==> src/rtl/svc_rv_pkg.sv <==
// Shared types and constants for the svc RISC-V write-back/retire stage.
package svc_rv_pkg;

    // Why the core stopped; held until reset.
    typedef enum logic [1:0] {
        HALT_NONE   = 2'd0,
        HALT_EBREAK = 2'd1,
        HALT_TRAP   = 2'd2
    } halt_cause_t;

    // Write-back halt state machine.
    typedef enum logic {
        ST_RUN    = 1'b0,
        ST_HALTED = 1'b1
    } wb_state_t;

    // Canonical EBREAK encoding (SYSTEM opcode, funct12 = 1).
    localparam logic [31:0] I_EBREAK = 32'h0010_0073;

    function automatic logic is_ebreak(input logic [31:0] instr);
        return instr == I_EBREAK;
    endfunction

endpackage

==> src/rtl/svc_muxn.sv <==
// N-way one-of mux over a flat input vector; out-of-range selects pick source 0.
module svc_muxn #(
    parameter int unsigned WIDTH = 32,
    parameter int unsigned N     = 2,
    parameter int unsigned SEL_W = 3
) (
    input  logic [SEL_W-1:0]   sel,
    input  logic [N*WIDTH-1:0] data,
    output logic [WIDTH-1:0]   y
);

    // Default to source 0, override with the matching in-range source.
    always_comb begin
        y = data[WIDTH-1:0];
        for (int unsigned k = 0; k < N; k++) begin
            if (32'(sel) == k) begin
                y = data[k*WIDTH +: WIDTH];
            end
        end
    end

endmodule

==> src/rtl/svc_rv_trace_fifo.sv <==
// Trace record FIFO with a registered head (no fall-through).
// Pointers carry one extra wrap bit so full and empty are distinguishable.
module svc_rv_trace_fifo #(
    parameter int unsigned WIDTH = 8,
    parameter int unsigned DEPTH = 8
) (
    input  logic             clk,
    input  logic             rst_n,
    input  logic             wr_en,
    input  logic [WIDTH-1:0] wr_data,
    input  logic             rd_ready,
    output logic             rd_valid,
    output logic [WIDTH-1:0] rd_data,
    output logic             full
);

    localparam int unsigned AW = $clog2(DEPTH);

    logic [WIDTH-1:0] mem [DEPTH];
    logic [AW:0]      wr_ptr;
    logic [AW:0]      rd_ptr;
    logic [AW:0]      wr_ptr_nxt;
    logic [AW:0]      rd_ptr_nxt;
    logic             push;
    logic             pop;
    logic             head_from_wr;

    assign full = (wr_ptr[AW] != rd_ptr[AW]) && (wr_ptr[AW-1:0] == rd_ptr[AW-1:0]);
    assign pop  = rd_valid && rd_ready;
    // A pop in the same cycle frees the slot, so a full FIFO can still accept.
    assign push = wr_en && (!full || pop);

    // Next pointer values; the head register is reloaded from these.
    always_comb begin
        wr_ptr_nxt   = wr_ptr + (AW+1)'(push);
        rd_ptr_nxt   = rd_ptr + (AW+1)'(pop);
        // The entry becoming head is the one being written this very cycle.
        head_from_wr = push && (wr_ptr[AW-1:0] == rd_ptr_nxt[AW-1:0]);
    end

    // Storage array; contents are don't-care until written.
    always_ff @(posedge clk) begin
        if (push) begin
            mem[wr_ptr[AW-1:0]] <= wr_data;
        end
    end

    // Pointers and registered head; head holds when the FIFO drains.
    always_ff @(posedge clk) begin
        if (!rst_n) begin
            wr_ptr   <= '0;
            rd_ptr   <= '0;
            rd_valid <= 1'b0;
            rd_data  <= '0;
        end else begin
            wr_ptr   <= wr_ptr_nxt;
            rd_ptr   <= rd_ptr_nxt;
            rd_valid <= (wr_ptr_nxt != rd_ptr_nxt);
            if (wr_ptr_nxt != rd_ptr_nxt) begin
                rd_data <= head_from_wr ? wr_data : mem[rd_ptr_nxt[AW-1:0]];
            end
        end
    end

endmodule

==> src/rtl/svc_rv_stage_wb_ret.sv <==
// Write-back/retire stage: result select, instret, sticky halt, trace FIFO.
module svc_rv_stage_wb_ret
    import svc_rv_pkg::*;
#(
    parameter int unsigned XLEN        = 32,
    parameter int unsigned RES_N       = 6,
    parameter int unsigned TRACE_DEPTH = 8,
    parameter int unsigned TRACE_STALL = 0
) (
    input  logic                  clk,
    input  logic                  rst_n,
    input  logic                  valid_wb,
    input  logic [2:0]            res_src_wb,
    input  logic [RES_N*XLEN-1:0] res_data_wb,
    input  logic [31:0]           instr_wb,
    input  logic [XLEN-1:0]       pc_wb,
    input  logic [4:0]            rd_wb,
    input  logic                  reg_write_wb,
    input  logic                  trap_wb,
    output logic [XLEN-1:0]       rd_data_wb,
    output logic                  reg_write_en,
    output logic                  stall_wb,
    output logic                  halted,
    output logic [1:0]            halt_cause,
    output logic [63:0]           instret,
    output logic                  trace_valid,
    input  logic                  trace_ready,
    output logic [XLEN-1:0]       trace_pc,
    output logic [31:0]           trace_instr,
    output logic [4:0]            trace_rd,
    output logic                  trace_we,
    output logic [XLEN-1:0]       trace_data,
    output logic                  trace_overflow
);

    // Record layout: {pc, instr, rd, we, data}.
    localparam int unsigned REC_W = 2*XLEN + 32 + 5 + 1;

    wb_state_t        state;
    halt_cause_t      cause_q;
    logic             fifo_full;
    logic             trace_pop;
    logic             halt_req;
    logic             accept;
    logic             halting;
    logic             retire;
    logic [REC_W-1:0] rec_in;
    logic [REC_W-1:0] rec_out;

    svc_muxn #(
        .WIDTH (XLEN),
        .N     (RES_N),
        .SEL_W (3)
    ) u_res_mux (
        .sel  (res_src_wb),
        .data (res_data_wb),
        .y    (rd_data_wb)
    );

    assign trace_pop = trace_valid && trace_ready;
    assign halt_req  = is_ebreak(instr_wb) || trap_wb;

    // Qualify the WB slot: accept, halting vs. retiring, and gated write-enable.
    always_comb begin
        stall_wb     = (TRACE_STALL != 0) && valid_wb && fifo_full && !trace_pop;
        accept       = valid_wb && !halted && !stall_wb;
        halting      = accept && halt_req;
        retire       = accept && !halt_req;
        reg_write_en = retire && reg_write_wb && (rd_wb != 5'd0);
    end

    // Halt FSM: enter HALTED on EBREAK/trap, trap taking priority as the cause.
    always_ff @(posedge clk) begin
        if (!rst_n) begin
            state   <= ST_RUN;
            cause_q <= HALT_NONE;
            halted  <= 1'b0;
        end else begin
            case (state)
                ST_RUN: begin
                    if (halting) begin
                        state   <= ST_HALTED;
                        halted  <= 1'b1;
                        cause_q <= trap_wb ? HALT_TRAP : HALT_EBREAK;
                    end
                end
                ST_HALTED: begin
                    state  <= ST_HALTED;
                    halted <= 1'b1;
                end
                default: begin
                    state   <= ST_RUN;
                    cause_q <= HALT_NONE;
                    halted  <= 1'b0;
                end
            endcase
        end
    end

    assign halt_cause = cause_q;

    // Retired-instruction counter; wraps naturally at 2^64.
    always_ff @(posedge clk) begin
        if (!rst_n) begin
            instret <= '0;
        end else if (retire) begin
            instret <= instret + 64'd1;
        end
    end

    // Sticky drop flag; only reachable when full does not stall the pipe.
    always_ff @(posedge clk) begin
        if (!rst_n) begin
            trace_overflow <= 1'b0;
        end else if (accept && fifo_full && !trace_pop) begin
            trace_overflow <= 1'b1;
        end
    end

    assign rec_in = {pc_wb, instr_wb, rd_wb, reg_write_en, rd_data_wb};

    svc_rv_trace_fifo #(
        .WIDTH (REC_W),
        .DEPTH (TRACE_DEPTH)
    ) u_trace_fifo (
        .clk      (clk),
        .rst_n    (rst_n),
        .wr_en    (accept),
        .wr_data  (rec_in),
        .rd_ready (trace_ready),
        .rd_valid (trace_valid),
        .rd_data  (rec_out),
        .full     (fifo_full)
    );

    assign {trace_pc, trace_instr, trace_rd, trace_we, trace_data} = rec_out;

endmodule
==> config.mk <==
export PLATFORM = sky130hd
export DESIGN_NAME = svc_rv_stage_wb_ret
export DESIGN_NICKNAME = d
export VERILOG_FILES = /design/src/rtl/svc_rv_pkg.sv /design/src/rtl/svc_muxn.sv /design/src/rtl/svc_rv_trace_fifo.sv /design/src/rtl/svc_rv_stage_wb_ret.sv
export SDC_FILE = /design/constraint.sdc
export NUM_CORES = 1
export LEC_CHECK = 0
export CORE_MARGIN = 1.5
export CORE_UTILIZATION = 60
export CTS_BUF_LIST = sky130_fd_sc_hd__clkbuf_2
export CTS_CLUSTER_DIAMETER = 200
export DETAILED_ROUTE_END_ITERATION = 16
export DONT_BUFFER_PORTS = 1
export PLACE_DENSITY = 0.87
export SLEW_MARGIN = 20
export SYNTH_ARGS = -nofsm -noshare
export SYNTH_HDL_FRONTEND = slang
export SYNTH_SLANG_ARGS = --single-unit
==> constraint.sdc <==
create_clock -name clk -period 16.72 [get_ports clk]
set_input_delay 2.508 -clock clk [delete_from_list [all_inputs] [get_ports clk]]
set_output_delay 2.508 -clock clk [all_outputs]
set_load 0.01 [all_outputs]
Word-level counts from Yosys, hierarchy flattened
Memory sizes are Yosys's and may differ from the RTL's. A register that Yosys moved wholly into a read port is not among the register bits.
Cells that the tools add are included.
Word-level totals
  register bits after elaboration: 78
  memory bits (writable): 816
  bits of input ports: 270
  output and inout port bits: 205
  logic and storage cells: 54
  memories kept: 1
Operators by class
  add/subtract/negate cells: 3
  equal/unequal tests: 10
  multiplexer cells: 12
  bitwise operators: 1
  reduce and logical (&&, ||, !) cells: 19
Memory list
  u_trace_fifo.mem: words 8, width 102, read ports 1, clocked after memory_dff 1, wr ports 1, RTL line svc_rv_trace_fifo.sv:19  | logic [WIDTH-1:0] mem [DEPTH];
Operators by type and width (count)
  $mux 32: 5
  $add 64x1->64 const B: 1
  $eq 32x21->1 const B: 1
  $logic_and 1x1->1: 10
  $add 4x1->4: 2
  $eq 3x2->1 const B: 2
  $eq 3x3->1 const B: 2
  $logic_not 1->1: 5
  $reduce_bool 5->1: 1
  $mux 1: 4
  $ne 4x4->1: 1
  $pmux 1 s2: 2
  $eq 3x1->1 const B: 1
  $eq 3x3->1: 1
  $logic_or 1x1->1: 2
  $mux 2: 1
  $ne 2x2->1 const B: 1
  $reduce_and 2->1: 1
  $ne 1x1->1: 1
  $not 1->1: 1

Logic depth before layout (Yosys ltp)
Gate-level depths: netlist of the first run.
  depth after elaboration: 7
  gate-level depth with buffers: 16
  depth with buffers taken out: 13

Cells and area by module
Synthesis of the first run repeated with hierarchy kept, for this count alone.
Second synthesis, totals
  cell total of the unflattened synthesis: 2510
  area total of the unflattened synthesis: 40943.0 um^2
By module, submodules not included
  svc_rv_trace_fifo: instances 1, cells an instance 1765, area an instance 35185.0 um^2, seq. area each 26725.6 um^2
  svc_rv_stage_wb_ret: instances 1, cells an instance 442, area an instance 3607.2 um^2, seq. area each 1381.3 um^2
  svc_muxn: instances 1, cells an instance 303, area an instance 2150.8 um^2, seq. area each 0.0 um^2

Worst setup path after synthesis of the first run
No wires, ideal clock.
  path type: input to register
  start point: input trace_ready
  end point: memory u_trace_fifo.mem[0][0] in the netlist's numbering (enable)
  library setup time: 813 ps
  arrival time: 12515 ps
  data required time: 15907 ps
  setup slack: 3392 ps
  stages: 5
  path buffers: 0
  path through: and2_1 > nor2_1 > nand2_1 > nand2_1 > nor4_1
Between the ends
  longest elaborated chain between the ends: 5
RTL lines
  start, declared: RTL line svc_rv_stage_wb_ret.sv:27  | input logic trace_ready,
  $logic_and 1x1->1: RTL line svc_rv_trace_fifo.sv:29  | assign pop = rd_valid && rd_ready;
  $logic_or 1x1->1: RTL line svc_rv_trace_fifo.sv:31  | assign push = wr_en && (!full || pop);
  $logic_and 1x1->1: RTL line svc_rv_trace_fifo.sv:31
  $mux 1: RTL line svc_rv_trace_fifo.sv:43  | if (push) begin
  $mux 1 (implied by the code): RTL line svc_rv_trace_fifo.sv:44  | mem[wr_ptr[AW-1:0]] <= wr_data;
  end, declared: RTL line svc_rv_trace_fifo.sv:19
No other way between the ends.

Worst setup path in the final report of the first run
  start point: input instr_wb[7]
  end point: output reg_write_en
Between the ends
  longest elaborated chain between the ends: 6
RTL lines
  start, declared: RTL line svc_rv_stage_wb_ret.sv:15  | input logic [31:0] instr_wb,
  $eq 32x21->1: RTL line svc_rv_pkg.sv:21  | return instr == I_EBREAK;
  $logic_or 1x1->1: RTL line svc_rv_stage_wb_ret.sv:61  | assign halt_req = is_ebreak(instr_wb) || trap_wb;
  $logic_not 1->1: RTL line svc_rv_stage_wb_ret.sv:68  | retire = accept && !halt_req;
  $logic_and 1x1->1: RTL line svc_rv_stage_wb_ret.sv:68
  $logic_and 1x1->1 (2 in a row): RTL line svc_rv_stage_wb_ret.sv:69  | reg_write_en = retire && reg_write_wb && (rd_wb != 5'd0);
  end, declared: RTL line svc_rv_stage_wb_ret.sv:21  | output logic reg_write_en,
No other way between the ends.

==> results of run 1 <==
worst max path at each step:
stage | startpoint | end | slack, ns
CTS | instr_wb[7] | reg_write_en | 9.31
global placement | instr_wb[1] | reg_write_en | 9.27
floorplan | trace_ready | u_trace_fifo.mem[0][0]$_DFFE_PP_ | 3.39
detailed placement | instr_wb[7] | reg_write_en | 9.33
finish | instr_wb[7] | reg_write_en | 9.42
global route | instr_wb[7] | reg_write_en | 9.36
per-stage QoR:
stage | std cells | utilization [%] | worst slack (ns) | power, mW
2_1_floorplan | 2488 | - | 3.39 | 3.69
3_3_place_gp | 3223 | 62.1 | 9.27 | 3.93
3_5_place_dp | 3223 | 62.1 | 9.33 | 3.97
4_1_cts | 3655 | 65.4 | 9.31 | 5.51
5_1_grt | 3677 | 65.6 | 9.36 | 5.70
6_report | 3677 | 65.6 | 9.42 | 5.47
per-layer routing:
| layer | routed length [um] | GRT usage (%) |
|---|---|---|
| met5 | 0 | 0 |
| met4 | 5100 | 16.8 |
| met3 | 10000 | 7.65 |
| met2 | 52800 | 51.3 |
| met1 | 34800 | 34.4 |
worst max-delay path, delay by kind of cell:
family / cells / cell delay [ns]
simple gates: 3 / 1.49
compound gates: 1 / 0.77
logic make-up (layout without fill, tap and decap cells):
family / Yosys count / in the layout / share of synthesized area [%]
xor+xnor: 74 / 74 / 1.65
flops: 996 / 996 / 69.9
compound gates: 354 / 354 / 6.33
fa+ha+maj: 5 / 5 / 0.156
simple gates: 567 / 567 / 7.13
mux: 304 / 304 / 12.9
other cells: 1 / 21 / 0.00932
buf+inv: 187 / 492 / 1.98
state kept, by name, indices dropped and copies added (netlist names):
signal and flops:
halt_cause 2, state 1, u_trace_fifo.rd_ptr 4, u_trace_fifo.mem 816, u_trace_fifo.rd_valid 1, trace_overflow 1
instret 64, u_trace_fifo.wr_ptr 4, u_trace_fifo.rd_data 102, halted 1
cells in the mapped netlist, types with 2 or more instances:
| cell type | number |
|---|---|
| edfxtp_1 | 816 |
| mux2i_1 | 105 |
| nor4_1 | 13 |
| buf_1 | 24 |
| nand4_1 | 16 |
| o21ai_0 | 38 |
| nand3_1 | 25 |
| nand2b_1 | 8 |
| mux4_2 | 167 |
| buf_2 | 44 |
| mux2_2 | 32 |
| nand2_1 | 267 |
| a32oi_1 | 69 |
| o2bb2ai_1 | 32 |
| nor4b_1 | 2 |
| a221o_1 | 69 |
| and2_1 | 65 |
| buf_4 | 2 |
| nor2_1 | 20 |
| dfxtp_1 | 180 |
| xor2_1 | 44 |
| nor4_2 | 22 |
| nor2b_1 | 9 |
| inv_1 | 18 |
| xnor2_1 | 29 |
| ha_1 | 5 |
| nor3_1 | 101 |
| or3_1 | 3 |
| buf_6 | 4 |
| a21oi_1 | 66 |
| and4b_1 | 2 |
| and4_1 | 6 |
| o21ai_1 | 69 |
| clkbuf_1 | 95 |
power by group through the flow:
stage / registers (mW) / logic (mW) / clock network, mW
6_report: 3.04 / 0.876 / 1.56
5_1_grt: 3.05 / 0.941 / 1.71
4_1_cts: 3.04 / 0.884 / 1.59
3_5_place_dp: 3.09 / 0.880 / 0
3_3_place_gp: 3.09 / 0.843 / 0
2_1_floorplan: 3.04 / 0.655 / 0
layout make-up:
class / count / area (um^2) / area share, %
antenna: 20 / 50.0 / 0.115
clock buffer: 355 / 1780 / 4.10
clock inverter: 77 / 417 / 0.961
inverter: 18 / 67.6 / 0.156
multi-input combinational: 1305 / 11500 / 26.5
sequential: 996 / 28100 / 64.9
tap: 864 / 1080 / 2.49
timing repair buffer: 42 / 372 / 0.858
==> impl_metrics.ini, run 1 <==
[clocking]
clk_pin_slew_worst_paths_ns = 0.10
cts_made_buffers = 228
cts_setup_buffers = 0
cts_tree = yes
cts_root_buf = clkbuf_2
cts-resized-gates = 0
numClockSinks = 996
clk_latency_ns = 1.47
h-tree-depth = 4
clockBufferDepth = 3
cts_hold_buffers = 0

[outcome]
outcome = completed

[timing]
tns_ns = 0
relSlewSlack_pct = 17.9
whs_ns = 0.519
setup_viol = 0
finalHoldViolations = 0
tightest_slew_ns = 1.22
skew_ns = 0.128
slew_violations = 0
rsz0062_at_grt = false
min_period_ns = 7.30
max_freq_mhz = 137
finalCritPeriodShare_pct = 43.6

[power_and_ir_drop]
power.leakage_nw = 14.3
p_clk_share_pct = 28.5
sw_frac_of_total_pct = 30.1
comb_power_share_pct = 16.0
p_int_mw = 3.82
pwr-share-seq_pct = 55.5
p_per_area_nw_per_um2 = 126
max-vdd-ir-drop_uv = 94.1
switching_power_mw = 1.65

[routing]
detail_route.first_pass.iterations = 5
wire_per_inst_um = 27.9
drtIter0Drc = 2552
routed_wl_um = 103000
ant_nets = 0
vias_per_cell = 6.59
vias = 24200
remaining_drc_errors = 0

[logic_synthesis]
syn_inst = 2488
syn_area_per_cell_um2 = 16.2
yosysWarnings = 0
syn_area_um2 = 40200
synth_ff_type = edfxtp_1
yosysUniqueCellTypes = 55
syn-num-nets = 2763
ys_async_sr_fraction_pct = 0
synth-seq-area-share_pct = 69.9
yosysTopAreaCellShare_pct = 60.9
synth_edf_count = 816
synth_top_cell_by_area = edfxtp_1
synth-seq-cells = 996
synth.area.top_cells = edfxtp_1, mux4_2, dfxtp_1

[place]
place.gp.congestion = 0.943
port_buffers = 0
hpwlAfterDp_um = 59900
place_area_um2 = 41000

[cells_and_area]
nNetsFinal = 2866
final_cell_mix = edfxtp_1, clkbuf_2, nand2_1
final_common_cell = edfxtp_1
drive_gt1_share_pct = 23.8
area_growth_pct = 7.76
finalInstanceArea_um2 = 43300
fill_cells = 4450

[worst_setup_path]
r2r_setup_slack_ns = 11.83
cp_max_fo = 10
critPathArrivalTime_ns = 4.79
reg2reg_to = u_trace_fifo.rd_data[77]$_SDFFE_PN0P_
crit_path_top_delay_cell = o21ai_1
cp.required_ns = 14.21
critPathLaunchType = input port
end_kind = output port
worstReg2RegStart = u_trace_fifo.wr_ptr[0]$_SDFF_PN0_
path_class = input port to output port
path_cells = nor4bb_1, nand4_1, o21ai_1, nor2_2
r2r_cells = 15
critical-path-max-stage-delay_ns = 0.77

[global_routing]
antenna_found_initial = 23
grt_overflow = 0
grt_usage_pct = 29.9
grt_max_degree = 191
grt_pass1_wl_um = 150000
first_global_vias = 25000

[floorplan]
initial_core_util_pct = 60.8
num_rows = 94
core_area_um2 = 66100
fp.dieArea_um2 = 68600
die_x_um = 262
top_level_ports = 475
die_h_um = 262

[worst_hold_path]
min_from = u_trace_fifo.rd_data[30]$_SDFFE_PN0P_
whs_endpoint = u_trace_fifo.rd_data[30]$_SDFFE_PN0P_
hold_path_depth = 1
hp-class = flip-flop to flip-flop

[flow_run]
cap_viol_max_count = 0
(Power assumes the default switching activity.)
==> run 2: changes to the inputs <==
Clock period 16.72 ns to 6.8 ns, I/O delays scaled along.
==> impl_metrics.ini, run 2 (synthesis results as in run 1) <==
[outcome]
outcome = completed

[power_and_ir_drop]
max-vdd-ir-drop_uv = 243
power.leakage_nw = 14.7
p_per_area_nw_per_um2 = 305

[timing]
min_period_ns = 4.73
rsz0062_at_grt = false
finalHoldViolations = 0
setup_viol = 0
max_freq_mhz = 212
fin_ws_ns = 2.07
tightest_slew_ns = 1.15
finalCritPeriodShare_pct = 69.5
slew_violations = 0
skew_ns = 0.102
relSlewSlack_pct = 23.1

[clocking]
clockBufferDepth = 3
numClockSinks = 996
h-tree-depth = 4
cts_setup_buffers = 0
cts_root_buf = clkbuf_2
clk_latency_ns = 1.47
cts_made_buffers = 225
clk_pin_slew_worst_paths_ns = 0.11
cts_tree = yes

[floorplan]
initial_core_util_pct = 60.8
fp.dieArea_um2 = 68600
num_rows = 94
die_h_um = 262
core_area_um2 = 66100
top_level_ports = 475
die_x_um = 262

[routing]
wire_per_inst_um = 27.7
ant_nets = 0
vias_per_cell = 6.53
drtIter0Drc = 2660
detail_route.first_pass.iterations = 6
remaining_drc_errors = 0
routed_wl_um = 105000
vias = 24700

[cells_and_area]
final_common_cell = edfxtp_1
finalInstanceArea_um2 = 44400
largest_reg_flops = 816
drive_gt1_share_pct = 22.9
nNetsFinal = 2963
final_cell_mix = edfxtp_1, clkbuf_2, nand2_1
area_growth_pct = 10.5

[global_routing]
grt_max_degree = 88
grt_pass1_wl_um = 152000
grt_usage_pct = 30.3
grt_overflow = 0
antenna_found_initial = 27
first_global_vias = 25500

[worst_setup_path]
startpoint = u_trace_fifo.wr_ptr[2]$_SDFF_PN0_
r2r_setup_slack_ns = 2.07
critPathArrivalTime_ns = 6.02
reg2reg_to = u_trace_fifo.rd_data[38]$_SDFFE_PN0P_
r2r_cells = 15
cp.required_ns = 8.09
end_kind = flip-flop
critPathLaunchType = flip-flop
cp-endpoint = u_trace_fifo.rd_data[38]$_SDFFE_PN0P_
cp_max_fo = 61
worstReg2RegStart = u_trace_fifo.wr_ptr[2]$_SDFF_PN0_
path_class = flip-flop to flip-flop

[place]
place_area_um2 = 41100
port_buffers = 0
place.gp.congestion = 0.937
hpwlAfterDp_um = 58300
pre_cts_ws_ns = 1.94

[flow_run]
cap_viol_max_count = 0

[worst_hold_path]
hold_path_depth = 3
hp-class = input port to flip-flop
## run 2: cell count changes in the layout (fill, tap and decap cells not counted), sizes merged
cell         change
dlygate4sd3     +99
diode           +12
clkbuf           -5
clkinv           -2
buf              +1
clkinvlp         +1
inv              -1
## run 2: what timing repair did
action,in CTS,in global routing
gates resized for setup,0,0
endpoints found under the setup margin,0,0
hold buffers,101,0
endpoints found under the hold margin,953,0
## run 2: critical path, stage by stage (launching register included)
cell and delay, ns:
dfxtp_1 0.65, xor2_1 0.12, nor3_1 0.38, nand2_1 0.17, nand2_1 0.28, inv_1 0.11
ha_1 0.22, ha_1 0.21, xnor2_1 0.22, xnor2_1 0.15, nand3_1 0.18, o21ai_4 0.24
dlygate4sd3_1 0.57, buf_4 0.62, nor3_1 0.13, a221o_1 0.32
## run 2: worst min-delay path by stage
| stage | start | slack, ns | end |
|---|---|---|---|
| floorplan | u_trace_fifo.rd_data[0]$_SDFFE_PN0P_ | 0.49 | u_trace_fifo.rd_data[0]$_SDFFE_PN0P_ |
| global placement | u_trace_fifo.rd_data[29]$_SDFFE_PN0P_ | 0.51 | u_trace_fifo.rd_data[29]$_SDFFE_PN0P_ |
| detailed placement | u_trace_fifo.rd_data[27]$_SDFFE_PN0P_ | 0.51 | u_trace_fifo.rd_data[27]$_SDFFE_PN0P_ |
| CTS | valid_wb | 0.001 | halt_cause[1]$_SDFFE_PN0P_ |
| global route | valid_wb | 0.03 | trace_overflow$_SDFFE_PN0P_ |
| finish | valid_wb | 0.16 | halt_cause[1]$_SDFFE_PN0P_ |
## run 2: metal layers
metal  track usage, %  share of wire, %
met1             34.7                34
met2             52.4                52
met3             7.40               8.9
met4             16.8               4.5
met5                0             0.012
## run 2: metrics by stage
step                      utilization [%]  std cells  TNS, ns  hold WS [ns]  power [mW]
after floorplan                         -       2488  -776.52         0.490        9.06
after global placement               62.1       3220        0         0.507        9.64
after detailed placement             62.1       3220        0         0.512        9.74
after CTS                            67.0       3746        0       0.00109        13.6
after global routing                 67.2       3777        0        0.0288        14.1
final                                67.2       3782        0         0.164        13.5
## run 2: layout make-up
class	instances	area, um^2
Sequential cell	996	28100
Fill cell	4328	21700
Multi-Input combinational cell	1305	11500
Clock buffer	350	1750
Timing Repair Buffer	142	1460
Tap cell	864	1080
Clock inverter	75	418
Antenna cell	32	80.1
Inverter	18	67.6
## run 2: power breakdown
part	internal (mW)	leakage [nW]	switching [mW]	total, mW
logic	0.936	4.19	1.35	2.28
registers	7.02	8.87	0.450	7.47
clock network	1.48	1.65	2.31	3.79
total	9.43	14.7	4.10	13.5
